$ cat src/rtl/dmem_arbiter.sv
// Round-robin arbiter sharing one single-ported data memory between the CPU
// memory stage (port 0) and a secondary master (port 1), with bounded lock.
module dmem_arbiter #(
  parameter int ADDRESS_WIDTH = 32,
  parameter int DATA_WIDTH    = 32,
  parameter int BURST_MAX     = 4
) (
  input  logic                     clk,
  input  logic                     rst_n,
  input  logic                     req0,
  input  logic                     req1,
  input  logic                     lock0,
  input  logic                     lock1,
  input  logic                     we0,
  input  logic                     we1,
  input  logic [ADDRESS_WIDTH-1:0] a0,
  input  logic [ADDRESS_WIDTH-1:0] a1,
  input  logic [DATA_WIDTH-1:0]    wdata0,
  input  logic [DATA_WIDTH-1:0]    wdata1,
  input  logic [2:0]               memctl0,
  input  logic [2:0]               memctl1,
  output logic                     gnt0,
  output logic                     gnt1,
  output logic [DATA_WIDTH-1:0]    rdata0,
  output logic [DATA_WIDTH-1:0]    rdata1,
  output logic                     rvalid0,
  output logic                     rvalid1,
  output logic [ADDRESS_WIDTH-1:0] mem_a,
  output logic                     mem_we,
  output logic [DATA_WIDTH-1:0]    mem_writedata,
  output logic [2:0]               mem_memcontrol,
  input  logic [DATA_WIDTH-1:0]    mem_readdata
);

  typedef enum logic [1:0] {IDLE = 2'd0, OWN0 = 2'd1, OWN1 = 2'd2} state_t;

  localparam logic [7:0] LP_CNT_LAST = 8'(BURST_MAX - 1);

  state_t                r_state;
  state_t                w_state_nxt;
  logic                  r_last;
  logic                  w_last_nxt;
  logic [7:0]            r_beat_cnt;
  logic [7:0]            w_cnt_nxt;
  logic [7:0]            w_cnt_eff;
  logic                  w_gnt0;
  logic                  w_gnt1;
  logic                  w_keep;
  logic                  w_lock;
  logic                  w_other_req;
  logic [DATA_WIDTH-1:0] r_rdata0;
  logic [DATA_WIDTH-1:0] r_rdata1;
  logic                  r_rvalid0;
  logic                  r_rvalid1;

  // Grant: a live owner keeps the memory, otherwise round-robin on last.
  // Grants are held off while reset is asserted.
  always_comb begin
    w_gnt0 = 1'b0;
    w_gnt1 = 1'b0;
    w_keep = 1'b0;
    if (rst_n) begin
      if (r_state == OWN0 && req0) begin
        w_gnt0 = 1'b1;
        w_keep = 1'b1;
      end else if (r_state == OWN1 && req1) begin
        w_gnt1 = 1'b1;
        w_keep = 1'b1;
      end else if (req0 && req1) begin
        w_gnt0 = r_last;
        w_gnt1 = ~r_last;
      end else begin
        w_gnt0 = req0;
        w_gnt1 = req1;
      end
    end
  end

  // A beat that does not continue an existing ownership starts a fresh count.
  always_comb begin
    w_state_nxt = IDLE;
    w_cnt_nxt   = 8'd0;
    w_last_nxt  = r_last;
    w_lock      = w_gnt0 ? lock0 : lock1;
    w_other_req = w_gnt0 ? req1 : req0;
    w_cnt_eff   = w_keep ? r_beat_cnt : 8'd0;
    if (w_gnt0 || w_gnt1) begin
      w_last_nxt = w_gnt1;
      if (w_lock) begin
        if (w_cnt_eff == LP_CNT_LAST) begin
          if (!w_other_req) w_state_nxt = w_gnt0 ? OWN0 : OWN1;
        end else begin
          w_state_nxt = w_gnt0 ? OWN0 : OWN1;
          w_cnt_nxt   = w_cnt_eff + 8'd1;
        end
      end
    end
  end

  always_comb begin
    mem_a          = '0;
    mem_we         = 1'b0;
    mem_writedata  = '0;
    mem_memcontrol = 3'b010;
    if (w_gnt0) begin
      mem_a          = a0;
      mem_we         = we0;
      mem_writedata  = wdata0;
      mem_memcontrol = memctl0;
    end else if (w_gnt1) begin
      mem_a          = a1;
      mem_we         = we1;
      mem_writedata  = wdata1;
      mem_memcontrol = memctl1;
    end
  end

  always_ff @(posedge clk or negedge rst_n) begin
    if (!rst_n) begin
      r_state    <= IDLE;
      r_last     <= 1'b1;
      r_beat_cnt <= 8'd0;
      r_rvalid0  <= 1'b0;
      r_rvalid1  <= 1'b0;
      r_rdata0   <= '0;
      r_rdata1   <= '0;
    end else begin
      r_state    <= w_state_nxt;
      r_last     <= w_last_nxt;
      r_beat_cnt <= w_cnt_nxt;
      r_rvalid0  <= w_gnt0 && !we0;
      r_rvalid1  <= w_gnt1 && !we1;
      if (w_gnt0 && !we0) r_rdata0 <= mem_readdata;
      if (w_gnt1 && !we1) r_rdata1 <= mem_readdata;
    end
  end

  assign gnt0    = w_gnt0;
  assign gnt1    = w_gnt1;
  assign rdata0  = r_rdata0;
  assign rdata1  = r_rdata1;
  assign rvalid0 = r_rvalid0;
  assign rvalid1 = r_rvalid1;

endmodule

$ cat config.mk
export PLATFORM = sky130hd
export DESIGN_NAME = dmem_arbiter
export DESIGN_NICKNAME = d
export VERILOG_FILES = /design/src/rtl/dmem_arbiter.sv
export SDC_FILE = /design/constraint.sdc
export NUM_CORES = 1
export LEC_CHECK = 0
export BUFFER_PORTS_ARGS = -buffer_cell sky130_fd_sc_hd__buf_2
export CAP_MARGIN = 30
export CORE_AREA = 2 2 119 121
export CTS_CLUSTER_DIAMETER = 200
export DETAILED_ROUTE_END_ITERATION = 16
export DIE_AREA = 0 0 121 123
export PLACE_DENSITY_LB_ADDON = 0.25
export SYNTH_ARGS = -nofsm -noshare
export SYNTH_HDL_FRONTEND = slang
export SYNTH_SLANG_ARGS = --single-unit
$ cat constraint.sdc
create_clock -name clk -period 2.1 [get_ports clk]
set_clock_uncertainty 0.05 [all_clocks]
set_input_delay 0.42 -clock clk [delete_from_list [all_inputs] [get_ports clk]]
set_output_delay 0.42 -clock clk [all_outputs]
set_load 0.01 [all_outputs]
### Word-level counts from Yosys, hierarchy flattened

Cells that the tools add are included.

* mux-type cells: 30
* add/sub/neg operators: 1
* reduce and logical (&&, ||, !) cells: 8
* equal/unequal tests: 3
* bitwise gates (word level): 1

Operators with widths (number)
* two-way mux 32 bit: 4
* two-way mux 8 bit: 4
* two-way mux 1 bit: 15
* two-way mux 2 bit: 5
* adder 8 x 1 -> 8 bit, second input constant: 1
* == test 8 x 2 -> 1 bit, second input constant: 1
* two-way mux 3 bit: 2
* logical AND 1 bit: 5
* == test 2 x 1 -> 1 bit, second input constant: 1
* == test 2 bit, second input constant: 1
* zero test 1 bit: 2
* logical OR 1 bit: 1
* NOT 1 bit: 1

* register bits: 77
* word-level logic and storage cells: 50
* output and inout port bits: 136
* input port bits: 174

### Depth between registers and ports, before layout

Gate-level depths: netlist of the first run.

* depth after elaboration: 10
* mapped depth: 8
* depth with buffers taken out: 8

### Worst setup path before layout of the first run

No wires, ideal clock.

* path type: register -> output
* from: reg r_last
* to: out mem_a[25]
* arrival: 1.578 ns
* path buffers: 2
* stages on the path, launching flop included: 6
* setup slack: 0.052 ns
* cells stage by stage: dfstp_2 > and3b_1 > a311oi_1 > buf_2 > buf_2 > a22o_1

* elaborated cells on any way between the ends: 11

RTL lines
* from (decl): RTL line 41 `logic r_last;`
* from (signal assigned): RTL line 129 `r_last <= w_last_nxt;`
* two-way mux 1 bit: RTL line 69 `end else if (req0 && req1) begin`
* two-way mux 1 bit: RTL line 66 `end else if (r_state == OWN1 && req1) begin`
* two-way mux 1 bit: RTL line 63 `if (r_state == OWN0 && req0) begin`
* two-way mux 1 bit: RTL line 62 `if (rst_n) begin`
* via gnt0: RTL line 22 `output logic gnt0,`
* two-way mux 32 bit: RTL line 105 `if (w_gnt0) begin`
* to (decl): RTL line 28 `output logic [ADDRESS_WIDTH-1:0] mem_a,`

The timed path passes the listed nets, and every way through them passes these cells.

### Worst setup path after layout of the first run

* from: reg r_last
* to: out mem_a[22]

* cells in the longest elaborated chain, start to end: 7
* elaborated cells on any way between the ends: 11

RTL lines
* NOT 1 bit: RTL line 71 `w_gnt1 = ~r_last;`
* two-way mux 1 bit: RTL line 69
* two-way mux 1 bit: RTL line 66
* two-way mux 1 bit: RTL line 63
* two-way mux 1 bit: RTL line 62
* two-way mux 32 bit: RTL line 110 `end else if (w_gnt1) begin`
* two-way mux 32 bit *: RTL line 105

Every way passes the cells marked *; elsewhere a longest branch is shown, timed or not.

==> results of run 1 <==
## state kept, by name, summed over array words and instances, names as in the netlist
| signal | cells |
|---|---|
| r_last | 1 |
| rdata0 | 32 |
| rvalid0 | 1 |
| r_beat_cnt | 8 |
| rvalid1 | 1 |
| r_state | 2 |
| rdata1 | 32 |
## worst reg2reg max path, delay by kind of cell (launching register included)
kind | cells | cell delay, ns
muxes | 1 | 0.36
DFF | 1 | 0.53
AOI/OAI and AO/OA | 1 | 0.27
buffers and inverters | 3 | 0.45
and+or+nand+nor | 2 | 0.39
## final cells by class
| class | count | area share |
|---|---|---|
| Antenna cell | 5 | 0.00197 |
| Tap cell | 180 | 0.0354 |
| Sequential cell | 77 | 0.303 |
| Multi-Input combinational cell | 183 | 0.279 |
| Inverter | 5 | 0.00335 |
| Clock buffer | 13 | 0.0410 |
| Timing Repair Buffer | 345 | 0.325 |
| Clock inverter | 3 | 0.0106 |
## power by group through the flow
stage | Sequential (uW) | Clock [uW] | Combinational, uW
after global placement | 2000 | 0 | 1540
after global routing | 2050 | 1800 | 1840
after detailed placement | 2020 | 0 | 1560
after CTS | 2010 | 1740 | 1630
after floorplan | 2190 | 0 | 536
final | 2010 | 1690 | 1710
## metal layers
metal	share of wire	GRT usage
met3	0.10	0.0812
met4	0.049	0.118
met1	0.37	0.199
met5	0.0028	0
met2	0.48	0.297
## synth_stat cells (2+ instances only)
cell,instances
a21oi_1,3
dfrtp_1,76
buf_2,12
inv_1,4
nand2b_1,4
and2_1,2
xnor2_1,4
mux2_2,6
nor3b_1,5
buf_6,7
a22o_1,67
and3b_1,2
nand2_1,6
nor2_1,5
mux2_1,58
a311oi_1,2
nand3_1,4
buf_4,3
## cells by family after synthesis
group / after synthesis / synth area share
muxes: 65 / 0.194
AOI/OAI and AO/OA: 78 / 0.178
buffers and inverters: 27 / 0.0478
and+or+nand+nor: 34 / 0.0541
xor gates and xnor gates: 5 / 0.0116
adders and majority gates: 1 / 0.00332
DFF: 77 / 0.511
## path summary, 6_finish.rpt
path | endpoint
hold / removal | rdata0[3]
hold reg to reg | rdata1[14]
setup / recovery | mem_a[22]
max in group asynchronous | rdata0[27]
min in group clk | rdata1[25]
setup reg to reg | rdata0[1]
## metrics by stage
| stage | setup slack [ns] | util | TNS (ns) |
|---|---|---|---|
| after detailed placement | -0.169 | 0.419 | -8.23 |
| after floorplan | 0.0520 | - | 0 |
| final | -0.362 | 0.467 | -22.95 |
| after CTS | -0.384 | 0.457 | -23.69 |
| after global routing | -0.456 | 0.467 | -31.31 |
| after global placement | -0.131 | 0.419 | -6.09 |
## what timing repair did
item,CTS,global route
setup endpoints to repair,72,104
pin swaps,3,3
endpoints found under the hold margin,0,0
cloned,2,0
setup buffers,7,1
resized for setup,17,20
hold buffers,0,0
==> summary.md, run 1 <==
| Metric | Value |
|---|---|
| RSZ-0062 raised after global routing | true |
| Chip Width | approximately 120 um |
| Crit Path Max Fanout | 30 |
| VDD IR max | 743 uV |
| Crit path depth | 6 |
| Area of the multi-input gates | 1770 um2 |
| Total CTS buffers | 9 |
| Layout Nets | about 800 |
| Die Ht | about 120 um |
| Bufs on Longest Clock Path | 2 |
| Synth Instances | between 200 and 300 |
| Top FF cell, synth | dfrtp_1 |
| Routability cong. | between 0.7 and 0.8 |
| Synthesized area per cell | 13.1 um2 |
| Vias in the first global route | ~3900 |
| Crit path buf inv count | 3 |
| Full die area | roughly 15000 um2 |
| Post-DP Area | ~5700 um2 |
| Slew of the pin with the lowest slew margin | about 0.42 ns |
| Sequential power share | 0.372 |
| Post-synth top area share | 0.504 |
| Int Pwr | around 3900 uW |
| Largest stage delay, worst path | 0.53 ns |
| Drt pass-1 iters | 4 |
| Final setup margin | -0.362 ns |
| Failing checks | negative hold slack, negative setup slack |
| Worst r2r path cells | 7 |
| Reg2Reg Setup Slack | -0.06 ns |
| Tcrit/Tclk final | 1.17 |
| Syn nets | 462 |
| Commonest non-fill, non-tap cell in the layout | buf_2 |
| Max_cap viols | 0 |
| Async SR Flop Fraction | 1.00 |
| Sw Pwr | around 1600 uW |
| PortBufs | just over 300 |
| Setup CP Type | reg -> out |
| I/O pins | 310 |
| Root buffer cell | clkbuf_16 |
| Seq/Total Area, Yosys | 0.511 |
| Crit end category | output pin |
| Top post-synthesis cells by area | dfrtp_1 50%, mux2_1 17%, a22o_1 16% |
| Gate power share | 0.316 |
| Num rows | between 40 and 50 |
| Crit path from | r_last |
| Clock transition at path regs | 0.06 ns |
| Final setup viols | 102 |
| Post-DRT Antenna Nets | 0 |
| Synthesis warning total | 0 |
| Worst-case headroom to the max-slew limit | 0.719 |
| Leading area contributor after synthesis | dfrtp_1 |
| Leak | 0.00335 uW |
| Core area | about 14000 um2 |
| Required @ worst endpoint | ~1.6 ns |
| Clk pwr share | 0.312 |
| Post-Syn Area | about 3800 um2 |
| Skew-Pair Late Insertion Delay | roughly 0.33 ns |
| Clock tree sinks | between 70 and 80 |
| CTS tree | yes |
| Total track usage | 0.185 |
| Outcome | finished with violations |
| Initial antenna violation count | 8 |
| H-tree depth | 3 |
| DRC Markers | 0 |
| DP HPWL | 11500 um |
| Final hold viol count | 1 |
| Ratio of cells with drive above 1 in the final layout | 0.626 |
| Routed WL | 14700 um |
| Storage element area | 1930 um2 |
| Critical-path cell list | and3b_1, a311oi_4, buf_6, buf_12, a22o_1, buf_2 |
| Sw frac | 0.287 |
| Hold WC Path Type | in -> async |
| Tmin final | 2.46 ns |
| CP Launch Type | flop |
| Final Power | between 5000 and 6000 uW |
| GRT overflow | 0 |
| Initial DRC Count | between 90 and 100 |
| FMAX | 0.406 GHz |
| Final non-filler cell total | 811 |
| Layout fillers | 1262 |
| FF-to-FF Start | r_last |
| Largest net degree at the start of global routing | 79 |
| Final count of pins violating max slew | 0 |
| Critical path's top delay family | flip-flops |
| Post-synth cell types | 35 |
| Post-synth EDFFs | 0 |
| Final instance area | 6350 um2 |
| Seq cells post-synth | 77 |
| Power Density | between 800 and 900 nW/um2 |
| Commonest non-fill, non-tap cells in the layout | 299 x buf_2, 76 x dfrtp_1, 65 x a22o_1 |
| WL/cell | 18.1 um |
| Placed cells | roughly 780 |
| Drt via density | roughly 4.7 |
| CP Data Arrival Time | around 2.0 ns |
| Via count | roughly 3900 |
| Fin Hold WS | -0.000144 ns |
| Layout area overhead | 68.5% |
| Worst path slowest cell | dfstp_2 |
| First-pass GRT wire length | between 20000 and 25000 um |
| Starting density of the core | 0.277 |
Note: power is estimated with default switching activity, not from simulation.
==> run 2: changes to the inputs <==
BUFFER_PORTS_ARGS = unset   (was -buffer_cell sky130_fd_sc_hd__buf_2)
CELL_PAD_IN_SITES_DETAIL_PLACEMENT = 2   (was unset)
CELL_PAD_IN_SITES_GLOBAL_PLACEMENT = 2   (was unset)
DONT_BUFFER_PORTS = 1   (was unset)
==> summary.md, run 2 (same netlist as run 1, synthesis figures left out) <==
| Metric | Value |
|---|---|
| Outcome | finished with violations |
| Failing checks | negative hold slack, negative setup slack |
| Final Util | 0.396 (-0.0707) |
| Critical-path cell list | and3b_1, a311oi_4, buf_6, buf_4, a22o_4, buf_4 |
| Met1 track demand over resource | 0.230 (+0.0310) |
| Power Density | 893 nW/um2 (+5.0%) |
| Root buffer cell | clkbuf_16 |
| Drt pass-1 iters | 4 (unchanged) |
| Post-DP Area | 4160 um2 (-27%) |
| Reg2Reg Setup Slack | -0.11 ns (-0.05 ns) |
| Vias in the first global route | 3136 (-19%) |
| Initial antenna violation count | 0 (-8) |
| DP HPWL | 12600 um (+9.9%) |
| Max_cap viols | 0 (unchanged) |
| Commonest non-fill, non-tap cell in the layout | dfrtp_1 |
| N_diodes | 0 (-5) |
| Most repeated library cell on the critical path | buf_4 |
| I/O pins | 310 (unchanged) |
| Bufs on Longest Clock Path | 2 (unchanged) |
| Worst setup path end | mem_writedata[0] |
| CTS tree | yes |
| Final count of pins violating max slew | 0 (unchanged) |
| RSZ-0062 raised after global routing | true |
| Full die area | 14900 um2 (unchanged) |
| DRC Markers | 0 (unchanged) |
| VDD IR max | 593 uV (-20%) |
| CP Launch Type | flop |
| Setup CP Type | reg -> out |
| Core area | 13600 um2 (unchanged) |
| Largest stage delay, worst path | 0.54 ns (about the same) |
| Final setup viols | 102 (unchanged) |
| Tmin final | 2.48 ns (+0.0134 ns) |
| Tcrit/Tclk final | 1.18 (+0.00640) |
| Starting density of the core | 0.277 (unchanged) |
| FMAX | 0.404 GHz (-0.54%) |
| Initial DRC Count | 110 (+21%) |
| Num rows | 43 (unchanged) |
| Final hold viol count | 77 (+76) |
| Setup_tns | -22.96 ns (-0.0133 ns) |
| Post-DRT Antenna Nets | 0 (unchanged) |
| Global routing's busiest layer | met2 |
| Largest net degree at the start of global routing | 81 (+2.5%) |
| Total CTS buffers | 9 (unchanged) |
| GRT overflow | 0 (unchanged) |
| Worst-case headroom to the max-slew limit | 0.709 (-0.0102) |
| Clock tree sinks | 77 (unchanged) |
| PortBufs | 0 (-100%) |
| CP Data Arrival Time | 2.01 ns (+0.02 ns) |
| Drt via density | 5.61 (+18%) |
| Crit end category | output pin |
| Via count | 2869 (-25%) |
| RR Endpoint | rdata0[7] |
| Ratio of cells with drive above 1 in the final layout | 0.468 (-0.158) |
| First-pass GRT wire length | 22400 um (+8.6%) |
| Final instance area | 5390 um2 (-15%) |
| Hold WC Path Type | in -> async |
| Routability cong. | 0.781 (+4.6%) |
| Met3 usage | 0.0683 (-0.0129) |
| Routed WL | 17600 um (+20%) |
| FF-to-FF Start | r_last |
| Die Ht | 123 um (unchanged) |
| Worst r2r path cells | 6 (-1) |
| Clock transition at path regs | 0.07 ns (about the same) |
| Fin Hold WS | -0.282 ns (-0.282 ns) |
| Slew of the pin with the lowest slew margin | 0.433 ns (+0.0113 ns) |
| Layout Nets | 501 (-37%) |
| Met2 Use GR | 0.386 (+0.0885) |
| Final Power | 4810 uW (-11%) |
| Crit path from | r_last |
| WL/cell | 34.4 um (+90%) |
| Total track usage | 0.214 (+0.0294) |
| Leak | 0.00241 uW (-28%) |
| Crit Path Max Fanout | 7 (-77%) |
| H-tree depth | 3 (unchanged) |
| Commonest non-fill, non-tap cells in the layout | 76 x dfrtp_1, 62 x a22o_4, 50 x mux2_1 |
| Required @ worst endpoint | 1.63 ns (about the same) |
| Chip Width | 121 um (unchanged) |
| Worst path slowest cell | dfstp_2 |
| Skew-Pair Late Insertion Delay | 0.34 ns (about the same) |
| Final setup margin | -0.375 ns (-0.0134 ns) |
| Layout area overhead | 43.0% |
[run 2: cell count changes in the layout (fill, tap and decap cells not counted), sizes merged]
cell,delta
buf,-299
diode,-5
inv,+4
clkinv,+3
bufinv,-2
clkinvlp,-1
[run 2: area by class of cell]
| type | instances | area (um2) |
|---|---|---|
| Clock inverter | 7 | 62.6 |
| Tap cell | 180 | 225 |
| Inverter | 5 | 23.8 |
| Timing Repair Buffer | 50 | 636 |
| Multi-Input combinational cell | 183 | 2290 |
| Fill cell | 1311 | 8220 |
| Clock buffer | 9 | 225 |
| Sequential cell | 77 | 1930 |
[run 2: power by group]
part           leakage (uW)  internal, uW  switching, uW  total, uW
registers          0.000935          1840            437       2280
clock network      0.000145           830            689       1520
logic               0.00133           590            430       1020
total               0.00241          3260           1560       4810
[run 2: metal layers]
layer | routed length (um) | share of wire
met1 | 6030 | 0.34
met5 | 0 | 0
met2 | 9390 | 0.53
met3 | 1560 | 0.089
met4 | 582 | 0.033
[run 2: repair_timing]
action | 4_1_cts | 5_1_grt
endpoints found under the hold margin | 77 | 77
endpoints found under the setup margin | 77 | 142
cloned | 1 | 6
pin swaps | 11 | 3
resized for setup | 62 | 45
setup buffers | 10 | 3
[run 2: through the flow]
stage,std cells,worst slack [ns]
2_1_floorplan,287,0.0520
3_3_place_gp,475,-0.0316
3_5_place_dp,475,-0.0899
4_1_cts,502,-0.349
5_1_grt,511,-0.447
6_report,511,-0.375
[run 2: how the worst min path moves through the flow]
stage | from | end | slack (ns)
floorplan | rst_n | r_beat_cnt[0] | 0.07
global placement | rst_n | rdata0[18] | 0.08
detailed placement | rst_n | rdata1[18] | 0.08
CTS | rst_n | rdata1[11] | -0.30
global route | rst_n | rdata0[18] | -0.30
finish | rst_n | rdata1[18] | -0.28
[run 2: worst max-delay path: cells and delay by family, from the launching register on]
family                 cells  cell delay, ns
AND/OR/NAND/NOR            1            0.20
buffers and inverters      3            0.48
AO/OA/AOI/OAI              2            0.44
flip-flops                 1            0.54
==> run 3: changes to the inputs <==
GPL_TIMING_DRIVEN = 0   (was unset)
clock period = 2.3 ns   (was 2.1 ns; I/O delays follow)
==> summary.md, run 3 (same netlist as run 1, synthesis figures left out) <==
| Metric | Value |
|---|---|
| Clock tree sinks | 77 (unchanged) |
| Layout area overhead | 37.4% |
| Root buffer cell | clkbuf_16 |
| PortBufs | 0 (unchanged) |
| Largest stage delay, worst path | 0.55 ns (about the same) |
| Largest net degree at the start of global routing | 81 (unchanged) |
| Max_cap viols | 0 (unchanged) |
| Routed WL | 16400 um (-6.9%) |
| Crit end category | output pin |
| Power Density | 836 nW/um2 (-6.3%) |
| Final hold viol count | 77 (unchanged) |
| Initial DRC Count | 125 (+14%) |
| Final count of pins violating max slew | 0 (unchanged) |
| DP HPWL | 12600 um (+0.42%) |
| Final Util | 0.381 (-0.0154) |
| GRT overflow | 0 (unchanged) |
| Hold WC Path Type | in -> async |
| Area of the multi-input gates | 2260 um2 (-1.4%) |
| Clock transition at path regs | 0.06 ns (about the same) |
| Commonest non-fill, non-tap cell in the layout | dfrtp_1 |
| Failing checks | negative hold slack, negative setup slack |
| Critical-path cell list | and3b_1, a311oi_2, buf_4, buf_12, buf_12, a22o_4 |
| RSZ-0062 raised after global routing | true |
| Core area | 13600 um2 (unchanged) |
| Ratio of cells with drive above 1 in the final layout | 0.406 (-0.0625) |
| WL/cell | 33.2 um (-3.5%) |
| I/O pins | 310 (unchanged) |
| CTS tree | yes |
| Tcrit/Tclk final | 1.07 |
| Final setup viols | 68 (-33%) |
| N_diodes | 0 (unchanged) |
| Crit Path Max Fanout | 6 (-1) |
| Num rows | 43 (unchanged) |
| Tmin final | around 2.5 ns |
| Starting density of the core | 0.277 (unchanged) |
| Required @ worst endpoint | 1.79 ns (+0.16 ns) |
| VDD IR max | 517 uV (-13%) |
| Reg2Reg Setup Slack | 0.17 ns (+0.28 ns) |
| Most repeated library cell on the critical path | buf_12 |
| Die Ht | 123 um (unchanged) |
| H-tree depth | 3 (unchanged) |
| Post-DRT Antenna Nets | 0 (unchanged) |
| Initial antenna violation count | 0 (unchanged) |
| Worst-case headroom to the max-slew limit | 0.679 (-0.0300) |
| Fin Hold WS | -0.230 ns (+0.0524 ns) |
| Total track usage | 0.212 (-0.00229) |
| Skew-Pair Late Insertion Delay | 0.33 ns (about the same) |
| Routability cong. | 0.751 (-3.8%) |
| CP Data Arrival Time | 1.95 ns (-0.06 ns) |
| Worst path slowest cell | dfstp_2 |
| Leak | 0.00230 uW (-4.4%) |
| Full die area | 14900 um2 (unchanged) |
| Via count | 2704 (-5.8%) |
| Final setup margin | -0.160 ns (+0.215 ns) |
| Drt pass-1 iters | 4 (unchanged) |
| CP Launch Type | flop |
| Bufs on Longest Clock Path | 2 (unchanged) |
| Total CTS buffers | 9 (unchanged) |
| Layout fillers | 1346 (+2.7%) |
| Drt via density | 5.48 (-2.3%) |
| First-pass GRT wire length | 22100 um (-1.5%) |
| Outcome | finished with violations |
| DRC Markers | 0 (unchanged) |
| Vias in the first global route | 2992 (-4.6%) |
| Chip Width | 121 um (unchanged) |
| FMAX | just over 0.4 GHz |
| Slew of the pin with the lowest slew margin | 0.482 ns (+0.0490 ns) |
| Commonest non-fill, non-tap cells in the layout | 76 x dfrtp_1, 66 x a22o_4, 58 x mux2_1 |
| Layout Nets | 484 (-3.4%) |
| Storage element area | 1930 um2 (unchanged) |
| Setup CP Type | reg -> out |
-- run 3: cell count changes in the layout (fill, tap and decap cells not counted), sizes merged --
cell    delta
bufinv     +1
buf       -13
clkbuf     -4
inv        -2
-- run 3: layout make-up --
type                       instances  area share
clock buffer                       9      0.0435
inverter                           5     0.00411
multi-input combinational        183       0.436
sequential                        77       0.372
buffer                            22      0.0618
tap                              180      0.0435
clock inverter                     6      0.0121
timing repair buffer              11      0.0268
-- run 3: timing repair --
action	in CTS	in global routing
setup buffers	8	0
cloned	3	0
pin swaps	28	0
resized for setup	127	8
hold endpoints to repair	77	77
setup endpoints to repair	74	71
-- run 3: path summary, 6_finish.rpt --
check,from,endpoint,cells after the start
min in group clk,req1,r_state[0],1
hold / removal,rst_n,rdata1[13],0
hold reg to reg,r_last,r_last,2
setup / recovery,r_last,mem_writedata[1],6
max in group asynchronous,rst_n,r_last,0
setup reg to reg,r_last,rdata0[24],7
-- run 3: critical path: cells and delay by family, from the launching register on --
family | cells | cell delay [ns]
compound gates | 2 | 0.39
flops | 1 | 0.55
simple gates | 1 | 0.19
buf+inv | 3 | 0.49
-- run 3: through the flow --
step	instance area (um2)	setup TNS [ns]	worst slack, ns	cells	power [uW]
CTS	5120	-8.49	-0.164	493	4390
detailed placement	4000	-10.51	-0.369	467	2740
global route	5180	-13.49	-0.226	493	4540
floorplan	3770	0	0.196	287	2490
finish	5180	-8.22	-0.160	493	4330
global placement	4000	-7.27	-0.337	467	2710
-- run 3: routing by layer --
metal | track usage | up-vias | share of wire
met5 | 0 | - | 0
met4 | 0.0799 | 0 | 0.026
met2 | 0.376 | 148 | 0.53
met3 | 0.0978 | 22 | 0.11
li1 | - | 1135 | -
met1 | 0.218 | 1399 | 0.33
-- run 3: power by group --
part	switching [uW]	internal (uW)
logic	385	474
registers	404	1680
clock network	555	836
